[src/rtl/ula_arbitro.sv]
// ula_arbitro: round-robin arbiter and sequencer that shares one registered
// ula between two requesters. A granted request is latched, issued to the
// ula, held stable for the ula latency, and its result is returned with a
// one-cycle res_valid pulse tagged with the owner id. Opcodes 100/101 have
// no ula implementation and are rejected without being issued.
module ula_arbitro #(
  parameter int N   = 8,
  parameter int LAT = 2
) (
  input  logic         clk,
  input  logic         rst,
  input  logic         req0,
  input  logic [N-1:0] a0,
  input  logic [N-1:0] b0,
  input  logic [2:0]   op0,
  output logic         gnt0,
  input  logic         req1,
  input  logic [N-1:0] a1,
  input  logic [N-1:0] b1,
  input  logic [2:0]   op1,
  output logic         gnt1,
  output logic [N-1:0] ula_a,
  output logic [N-1:0] ula_b,
  output logic [2:0]   ula_op,
  input  logic [N-1:0] ula_s,
  input  logic         ula_flag,
  output logic [N-1:0] res,
  output logic         res_flag,
  output logic         res_id,
  output logic         res_err,
  output logic         res_valid,
  output logic         busy
);

  typedef enum logic [1:0] {IDLE, ISSUE, WAIT, DONE} state_t;

  localparam int CW = (LAT > 1) ? $clog2(LAT) : 1;

  state_t          state_r;
  state_t          state_s;
  logic [CW-1:0]   cnt_r;
  logic            rr_r;      // 1 = requester 1 favoured on a tie
  logic            owner_r;
  logic            gnt0_s;
  logic            gnt1_s;
  logic [N-1:0]    sel_a_s;
  logic [N-1:0]    sel_b_s;
  logic [2:0]      sel_op_s;

  // Opcodes 100 and 101 have no ula implementation.
  function automatic logic op_legal(input logic [2:0] op);
    logic ok;
    case (op)
      3'b100:  ok = 1'b0;
      3'b101:  ok = 1'b0;
      default: ok = 1'b1;
    endcase
    return ok;
  endfunction

  assign gnt0 = gnt0_s;
  assign gnt1 = gnt1_s;

  // Grant selection, operand mux and next-state decode.
  always_comb begin
    gnt0_s   = 1'b0;
    gnt1_s   = 1'b0;
    state_s  = state_r;
    sel_a_s  = a0;
    sel_b_s  = b0;
    sel_op_s = op0;
    case (state_r)
      IDLE: begin
        // Grants are combinational, so suppress them while reset is held.
        if (rst) begin
          state_s = IDLE;
        end else if (req0 && (!req1 || !rr_r)) begin
          gnt0_s = 1'b1;
        end else if (req1) begin
          gnt1_s = 1'b1;
        end else begin
          state_s = IDLE;
        end
        if (gnt1_s) begin
          sel_a_s  = a1;
          sel_b_s  = b1;
          sel_op_s = op1;
        end else begin
          sel_a_s  = a0;
          sel_b_s  = b0;
          sel_op_s = op0;
        end
        if (gnt0_s || gnt1_s) begin
          state_s = op_legal(sel_op_s) ? ISSUE : DONE;
        end else begin
          state_s = IDLE;
        end
      end
      ISSUE: state_s = WAIT;
      WAIT: begin
        if (cnt_r == CW'(0)) begin
          state_s = DONE;
        end else begin
          state_s = WAIT;
        end
      end
      DONE:    state_s = IDLE;
      default: state_s = IDLE;
    endcase
  end

  // State register, latency counter, operand and result registers.
  always_ff @(posedge clk or posedge rst) begin
    if (rst) begin
      state_r   <= IDLE;
      cnt_r     <= {CW{1'b0}};
      rr_r      <= 1'b0;
      owner_r   <= 1'b0;
      ula_a     <= {N{1'b0}};
      ula_b     <= {N{1'b0}};
      ula_op    <= 3'b000;
      res       <= {N{1'b0}};
      res_flag  <= 1'b0;
      res_id    <= 1'b0;
      res_err   <= 1'b0;
      res_valid <= 1'b0;
      busy      <= 1'b0;
    end else begin
      state_r   <= state_s;
      busy      <= (state_s != IDLE);
      res_valid <= (state_s == DONE);
      case (state_r)
        IDLE: begin
          if (gnt0_s || gnt1_s) begin
            rr_r    <= gnt0_s;
            owner_r <= gnt1_s;
            if (op_legal(sel_op_s)) begin
              // Operands stay on the ula ports until the next legal grant.
              ula_a  <= sel_a_s;
              ula_b  <= sel_b_s;
              ula_op <= sel_op_s;
            end else begin
              // Rejected op completes immediately without touching the ula.
              res      <= {N{1'b0}};
              res_flag <= 1'b0;
              res_err  <= 1'b1;
              res_id   <= gnt1_s;
            end
          end else begin
            rr_r <= rr_r;
          end
        end
        ISSUE: cnt_r <= CW'(LAT - 1);
        WAIT: begin
          if (cnt_r == CW'(0)) begin
            res      <= ula_s;
            res_flag <= ula_flag;
            res_err  <= 1'b0;
            res_id   <= owner_r;
          end else begin
            cnt_r <= cnt_r - CW'(1);
          end
        end
        DONE:    cnt_r <= cnt_r;
        default: cnt_r <= cnt_r;
      endcase
    end
  end

endmodule

[config.mk]
export PLATFORM = sky130hd
export DESIGN_NAME = ula_arbitro
export DESIGN_NICKNAME = d
export VERILOG_FILES = /design/src/rtl/ula_arbitro.sv
export SDC_FILE = /design/constraint.sdc
export NUM_CORES = 1
export LEC_CHECK = 0
export BUFFER_PORTS_ARGS = -buffer_cell sky130_fd_sc_hd__buf_2
export CORE_MARGIN = 2
export CORE_UTILIZATION = 50
export DETAILED_ROUTE_END_ITERATION = 6
export GPL_TIMING_DRIVEN = 0
export PLACE_DENSITY_LB_ADDON = 0.05
export SYNTH_ARGS = -nofsm -noshare
export SYNTH_HDL_FRONTEND = slang
export SYNTH_SLANG_ARGS = --single-unit
[constraint.sdc]
create_clock -name clk -period 2.73 [get_ports clk]
set_input_delay 0.1365 -clock clk [delete_from_list [all_inputs] [get_ports clk]]
set_output_delay 0.1365 -clock clk [all_outputs]
set_load 0.1 [all_outputs]
==> impl_metrics.ini <==
[worst_setup_path]
timing.rr.start = rr_r
r2r_cells = 7
cpPeakStageDelay_ns = 0.58
cp_slowest_cell = inv_2
crit_required_ns = 2.91
critPathKind = primary input to flip-flop
regToRegSetupSlack_ns = 0.74
startpoint_type = primary input
setup.worst_path.end_class = flip-flop
worstReg2RegEnd = ula_b[5]
path_delay_family = buffers and inverters
path_cells = buf_2, inv_2, nand3_4, mux2i_1, and3_1, buf_6, buf_12, mux2_4
arrival_ns = 2.26
cp_num_buf_inv = 4
path_max_fanout = 39
cp.depth = 8

[cts]
clk_pin_slew_ns = 0.07
clock_latency_ns = 0.29
cts_tree = done
post_cts_buffers = 0
cts_resized = 0
h-tree-depth = 2
numClockSinks = 37
numCtsBuffers = 5
hold_buffers = 0
cts_root_buf = clkbuf_8
clockBufferDepth = 2

[yosys]
ys.flop_type = dfrtp_1
synthTopCellsByArea = dfrtp_1 (50%), mux2_2 (18%), mux2_4 (8.1%)
synth_fp_nets = 201
yosys_warnings = 0
synthMostInstantiatedCell = dfrtp_1
netlist_area_um2 = 1860
synth_top_area_share_pct = 49.8
synthArstFlopShare_pct = 100
synth_top_area_cell = dfrtp_1
synth-seq-area-share_pct = 49.8
synth_enable_flop_cells = 0
synth_common_cells = dfrtp_1 (37), mux2_2 (29), inv_1 (17)
ys_ff_latch = 37
synth_cell_types = 25
synthCells = 147
avgSynthCellArea_um2 = 12.6

[cells_and_area]
final_area_um2 = 2430
drive_above_1_share_pct = 57.1
area_delta_synth_final_pct = 30.8
antennaDiodeCount = 0
final_net_count = 292

[routing]
viasPerCell = 4.92
drc = 0
first_iter_violations = 50
first_pass_iters = 5
wirelength_um = 3810
post_drt_wl_per_cell_um = 13.3
detail-route-antenna-nets = 0
route.vias.total = 1407

[sta]
rsz0062_at_grt = no
max_slew_margin_pct = 46.5
setup_viol = 0
finClkSkew_ns = 0.00402
report.final.slew_viol_count = 0
tightest_slew_ns = 0.801
max_freq_mhz = 479
fin_crit_ns = 2.09
fin_crit_sh_pct = 76.4
holdWs_ns = 0.0248
finalHoldViolCount = 0

[global_route]
grt_use_total_pct = 20.0
grt_max_degree = 40
grt_pass1_vias = 1367
grt_overflow_total = 0
grt_antenna_before_repair = 0
grt_pass1_wl_um = 6170

[floorplan]
io_pins = 85
core_area_um2 = 3610
die_x_um = 65.0
die_h_um = 65.0
die_area_um2 = 4220
initial_core_util_pct = 51.6
core.rowCount = 22

[status]
status = finished, final reports clean

[place]
gp_congestion = 0.814
port_buffers = 84
dpl.hpwl_um = 2920
dpl-instance-area_um2 = 2340

[run]
max-cap-violations = 0

[worst_hold_path]
worstHoldPathType = primary input to asynchronous set/reset pin
metal layers:
metal	GRT usage [%]	vias up	wire, um
li1	-	672	-
met1	23.6	669	1540
met2	33.5	59	1900
met3	6.25	7	285
met4	8.78	0	76
met5	0	-	0
placed cells by master, fill, tap and decap left out, types with 3 or more instances in the layout:
| master | synthesis | layout |
|---|---|---|
| buf_2 | 0 | 84 |
| mux2_2 | 29 | 29 |
| ha_1 | 3 | 3 |
| nand2_1 | 14 | 14 |
| inv_1 | 17 | 16 |
| mux2i_1 | 12 | 12 |
| clkbuf_1 | 3 | 4 |
| clkbuf_8 | 0 | 6 |
| mux2_4 | 10 | 10 |
| o21ai_0 | 4 | 4 |
| dfrtp_1 | 37 | 37 |
final cells by class:
cell class	instances	area, um^2
Clock buffer	7	86.3
Multi-Input combinational cell	87	825
Sequential cell	37	926
Fill cell	303	1170
Buffer	6	50.0
Inverter	17	63.8
Timing Repair Buffer	84	420
Tap cell	48	60.1
worst register-to-register path, cell delays in order (launching register included):
cell and delay [ns]:
dfrtp_1 0.41, nand2b_4 0.17, nand3_4 0.14, mux2i_1 0.30
and3_1 0.23, buf_6 0.17, buf_12 0.16, mux2_4 0.31
flip-flops by register name, summed over array words and instances, names as in the netlist, 2 cells and up:
signal   cells
state_r      2
ula_op       3
ula_a        8
ula_b        8
res          8
worst max path at each step:
stage          from  slack [ns]  endpoint
6_report        rst        0.64  ula_b[5]
5_1_grt         rst        0.41  ula_b[1]
4_1_cts         rst        0.57  ula_b[5]
3_5_place_dp    rst        0.24  ula_b[5]
3_3_place_gp    rst       -0.30  ula_b[3]
2_1_floorplan   rst        0.38  ula_a[0]
metrics by stage:
stage / setup WS (ns) / util, % / TNS (ns) / instances
6_report: 0.644 / 67.4 / 0 / 286
5_1_grt: 0.409 / 67.4 / 0 / 286
4_1_cts: 0.568 / 67.4 / 0 / 286
3_5_place_dp: 0.236 / 65.0 / 0 / 279
3_3_place_gp: -0.303 / 65.0 / -4.70 / 279
2_1_floorplan: 0.377 / - / 0 / 147
logic make-up after synthesis:
| logic type | after synthesis | synth area share [%] |
|---|---|---|
| DFF | 37 | 49.8 |
| adders and majority gates | 3 | 2.02 |
| AOI/OAI and AO/OA | 10 | 3.37 |
| and+or+nand+nor | 23 | 6.60 |
| muxes | 51 | 32.1 |
| buffers and inverters | 23 | 6.12 |
Power is left out: the tool's default activity adds up to more than one toggle a clock period on the data nets, which glitch-free logic cannot reach.
